**config.mk**
```make
export PLATFORM = sky130hd
export DESIGN_NAME = move_stream_reader
export DESIGN_NICKNAME = d
export VERILOG_FILES = /design/src/rtl/move_stream_reader.sv
export SDC_FILE = /design/constraint.sdc
export NUM_CORES = 1
export LEC_CHECK = 0
export ABC_CLOCK_PERIOD_IN_PS = 4000
export BUFFER_PORTS_ARGS = -buffer_cell sky130_fd_sc_hd__buf_4
export CAP_MARGIN = 20
export CORE_AREA = 8 8 488 490
export DETAILED_ROUTE_END_ITERATION = 7
export DIE_AREA = 0 0 496 498
export GPL_TIMING_DRIVEN = 0
export PLACE_DENSITY = 0.3
export SLEW_MARGIN = 20
export SYNTH_ARGS = -nofsm -noshare
export SYNTH_HDL_FRONTEND = slang
export SYNTH_SLANG_ARGS = --single-unit
```
**constraint.sdc**
```tcl
create_clock -name clk -period 4 [get_ports clk]
set_clock_uncertainty 0.15 [all_clocks]
set_input_delay 0.2 -clock clk [delete_from_list [all_inputs] [get_ports clk]]
set_output_delay 0.2 -clock clk [all_outputs]
set_load 0.01 [all_outputs]
```
**src/rtl/move_stream_reader.sv**
```systemverilog
// Move stream reader: drains eight per-column move FIFOs round-robin. It pops
// one 152-bit word (eight 19-bit move slots) at a time, skips invalid and
// padding slots, and hands valid moves downstream over a valid/ready handshake.
//
// state | meaning
// ------+-------------------------------------------------------------
// IDLE  | waiting for start
// SCAN  | looking at column ptr; pop it if non-empty, else advance ptr
// EMIT  | walking the slots of the popped word, one slot per step
// DONE  | all columns finished and drained; waits for reset or start
module move_stream_reader (
    input  logic          clk,
    input  logic          reset,
    input  logic          start,
    input  logic [7:0]    col_done,
    input  logic [7:0]    col_empty,
    input  logic [1215:0] col_data,
    output logic [7:0]    col_rden,
    output logic          mv_valid,
    output logic [18:0]   mv_data,
    input  logic          mv_ready,
    output logic [7:0]    mv_count,
    output logic          busy,
    output logic          done
);

    typedef enum logic [1:0] {
        S_IDLE = 2'd0,
        S_SCAN = 2'd1,
        S_EMIT = 2'd2,
        S_DONE = 2'd3
    } state_t;

    state_t         state_q, state_d;
    logic [2:0]     ptr_q, ptr_d;
    logic [2:0]     slot_q, slot_d;
    logic [151:0]   wreg_q, wreg_d;
    logic [7:0]     mv_count_q, mv_count_d;

    logic [10:0]    col_base;
    logic [7:0]     slot_base;
    logic [18:0]    cur_slot;
    logic           slot_skip;
    logic           all_idle;

    assign col_base  = {8'd0, ptr_q} * 11'd152;
    assign slot_base = {5'd0, slot_q} * 8'd19;
    assign cur_slot  = wreg_q[slot_base +: 19];
    // Bit 18 marks an invalid slot; an all-zero slot is padding.
    assign slot_skip = cur_slot[18] | (cur_slot == 19'd0);
    assign all_idle  = (&col_done) & (&col_empty);

    // Next-state, pop strobe and move output decode.
    always_comb begin
        state_d    = state_q;
        ptr_d      = ptr_q;
        slot_d     = slot_q;
        wreg_d     = wreg_q;
        mv_count_d = mv_count_q;
        col_rden   = 8'd0;
        mv_valid   = 1'b0;
        mv_data    = 19'd0;
        case (state_q)
            S_IDLE, S_DONE: begin
                if (start) begin
                    state_d    = S_SCAN;
                    ptr_d      = 3'd0;
                    mv_count_d = 8'd0;
                end
            end
            S_SCAN: begin
                // A waiting word beats the termination check, which beats advancing.
                if (!col_empty[ptr_q]) begin
                    col_rden = 8'd1 << ptr_q;
                    wreg_d   = col_data[col_base +: 152];
                    slot_d   = 3'd0;
                    state_d  = S_EMIT;
                end else if (all_idle) begin
                    state_d = S_DONE;
                end else begin
                    ptr_d = ptr_q + 3'd1;
                end
            end
            S_EMIT: begin
                mv_valid = ~slot_skip;
                mv_data  = slot_skip ? 19'd0 : cur_slot;
                if (!slot_skip && mv_ready && (mv_count_q != 8'hFF))
                    mv_count_d = mv_count_q + 8'd1;
                if (slot_skip || mv_ready) begin
                    if (slot_q == 3'd7) begin
                        // Move on to the next column so one column cannot hog the reader.
                        state_d = S_SCAN;
                        ptr_d   = ptr_q + 3'd1;
                    end else begin
                        slot_d = slot_q + 3'd1;
                    end
                end
            end
            default: state_d = S_IDLE;
        endcase
    end

    // State and datapath registers with synchronous reset.
    always_ff @(posedge clk) begin
        if (reset) begin
            state_q    <= S_IDLE;
            ptr_q      <= 3'd0;
            slot_q     <= 3'd0;
            wreg_q     <= 152'd0;
            mv_count_q <= 8'd0;
        end else begin
            state_q    <= state_d;
            ptr_q      <= ptr_d;
            slot_q     <= slot_d;
            wreg_q     <= wreg_d;
            mv_count_q <= mv_count_d;
        end
    end

    assign mv_count = mv_count_q;
    assign busy     = (state_q == S_SCAN) || (state_q == S_EMIT);
    assign done     = (state_q == S_DONE);

endmodule

```
==> results_dict.tcl <==
set metrics [dict create \
    multi_input_area_mm2 0.01231 \
    layout.area.seq_mm2 0.003368 \
    critPathKind "flip-flop to primary output" \
    avgSynthCellArea_um2 10.83 \
    setup-violations-final 0 \
    grt_usage_pct 19.60 \
    maxCapViolations 0 \
    dr.first_iter.drc_count 1791 \
    finalCritPeriodShare_pct 96.87 \
    core_area_mm2 0.2308 \
    yosysSeqAreaShare_pct 20.76 \
    status "finished, final reports clean" \
    io-pin-count 1274 \
    nets 4052 \
    synth_top_area_share_pct 47.14 \
    initial_core_util_pct 7.019 \
    ys_types 48 \
    via_per_inst 3.679 \
    die_w_um 496 \
    cts-buffers-inserted 17 \
    arrival_ns 3.52 \
    portBuffers 1271 \
    drv_slew 0 \
    synth_top_cell_by_area "mux4_2" \
    antenna_found_initial 291 \
    fp.dieH_um 498 \
    via_count 21740 \
    n_fill_cell 26510 \
    cts_tree "yes" \
    wire_per_inst_um 42.90 \
    drt_wl_total_um 253500 \
    final-hold-violation-count 0 \
    post_dp_cell_area_mm2 0.02983 \
    place.gp.congestion 0.8377 \
    syn_inst 1495 \
    reg2reg_from "ptr_q[0]" \
    grt_pass1_wl_um 301100 \
    fmax_mhz 258.1 \
    synth_area_leaders "mux4_2 47%, dfxtp_1 21%, a311oi_1 8.2%, nand2_1 7.3%, nor2_1 4.2%" \
    detail-route-antenna-nets 0 \
    drc 0 \
    areaGrowthSynthToFinish_pct 91.09 \
    end_kind "primary output" \
    setup.worst_path.start "wreg_q[51]" \
    clock_latency_ns 0.56 \
    timing.hold.ws_ns 0.06508 \
    clk_pin_slew_worst_paths_ns 0.09 \
    cts_max_level 4 \
    grt_pass1_vias 22010 \
    cp-endpoint "mv_data[13]" \
    final_cell_mix "1284 x buf_4, 340 x mux4_2, 316 x nand2_1" \
    grt-ovfl-total 0 \
    r2r_slack_ns 0.21 \
    peakVddDrop_v 0.0003511 \
    postCtsHoldBufs 0 \
    drive_gt1_share_pct 63.08 \
    tightest_slew_ns 1.253 \
    fp-row-count 177 \
    postLayoutCellArea_mm2 0.03095 \
    finish.utilization_pct 13.41 \
    cts_root_buf "clkbuf_16" \
    p_leak_nw 11.63 \
    clockBufferDepth 2 \
    final_common_cell "buf_4" \
    r2r-end "wreg_q[78]" \
    place_hpwl_um 233200 \
    first_pass_iters 5 \
    p_per_area_mw_per_mm2 395.0 \
    numClockSinks 168 \
    cp_max_fo 7 \
    synth_top_flop_cell "dfxtp_1" \
    min_period_ns 3.875 \
    netlist_area_mm2 0.01620 \
    grt_max_degree 17 \
    critPathRequiredTime_ns 3.65 \
    async_flop_share_pct 0 \
    synth-seq-cells 168 \
    holdCritPathClass "input port to flip-flop" \
    synth.net_count 2743 \
    die-area_mm2 0.2470 \
    synth_warnings 0 \
    synth_edf_count 0 \
    rr_worst_depth 10 \
    worst_setup_path_start_kind "flip-flop" \
    slew_headroom_pct 16.46 \
]
-- synthesized netlist by cell type (all sizes together) (4+ instances only) --
| master | instances |
|---|---|
| nand4 | 11 |
| nor3 | 6 |
| ha | 12 |
| and3 | 9 |
| nor2 | 181 |
| a311oi | 152 |
| or2 | 4 |
| a31oi | 5 |
| dfxtp | 168 |
| inv | 12 |
| clkbuf | 114 |
| mux4 | 341 |
| buf | 59 |
| a21oi | 9 |
| nand2 | 316 |
| mux2i | 32 |
| o21ai | 7 |
| nand3 | 11 |
| or3 | 5 |
-- metrics by stage --
stage                     power, W  cells   TNS [ns]  setup slack, ns
after floorplan           0.005887   1495          0            1.105
after global placement     0.01022   5809    -353.34           -2.540
after detailed placement   0.01031   5820    -139.08           -1.277
after CTS                  0.01248   5859          0         0.008075
after global routing       0.01289   5873  -0.007393        -0.007393
final                      0.01223   5909          0           0.1252
-- critical path, stage by stage (launching register included) --
cell	delay (ns)
dfxtp_1	0.45
or4b_1	0.57
a2bb2oi_1	0.21
mux4_2	0.53
or3_4	0.45
o31ai_4	0.32
buf_6	0.18
nor2_1	0.06
buf_4	0.18
-- logic make-up after synthesis --
| logic type | synth area share, % |
|---|---|
| adder cells (fa/ha/maj) | 0.9270 |
| other | 0.02315 |
| AO/OA/AOI/OAI | 10.31 |
| AND/OR/NAND/NOR | 13.94 |
| multiplexers | 49.51 |
| buffers and inverters | 4.527 |
| flip-flops | 20.76 |
-- area by class of cell --
class                      count  share of cell area [%]
tap                         3043                   12.30
clock buffer                  19                   1.431
multi-input combinational   1142                   39.78
timing repair buffer        1291                   31.84
inverter                      12                  0.1455
buffer                       172                   2.862
clock inverter                13                  0.3598
antenna                       49                  0.3962
sequential                   168                   10.88
-- how the worst min path moves through the flow --
stage                              start          end  cells after the start
after detailed placement      wreg_q[30]   wreg_q[30]                      2
after global placement        wreg_q[30]   wreg_q[30]                      2
final                              reset  mv_count[5]                      3
after floorplan              wreg_q[115]  wreg_q[115]                      2
after CTS                          reset  mv_count[5]                      3
after global routing      col_data[1140]   wreg_q[76]                      4
-- sequential cells by signal, indices dropped and copies added (netlist names) --
name,cells
mv_count,8
ptr_q,3
slot_q,3
state_q,2
wreg_q,152
-- report_power, final --
part           internal (W)  switching (W)  leakage [nW]  total [W]
Clock              0.000830        0.00106         0.265    0.00189
Sequential          0.00219        0.00113          1.37    0.00332
Combinational       0.00307        0.00395          9.99    0.00702
-- routing by layer --
metal | track usage [%] | share of wire, % | up-vias
li1 | - | - | 8712
met1 | 23.84 | 41 | 10990
met2 | 32.09 | 46 | 1481
met3 | 9.627 | 11 | 376
met4 | 2.318 | 1.3 | 180
met5 | 0 | 0.45 | -
-- timing repair --
| action | 4_1_cts | 5_1_grt |
|---|---|---|
| resized for setup | 103 | 14 |
| buffers inserted | 8 | 1 |
| endpoints found under the setup margin | 191 | 38 |
| pin swaps | 2 | 1 |
Note: power is estimated with default switching activity, not from simulation.
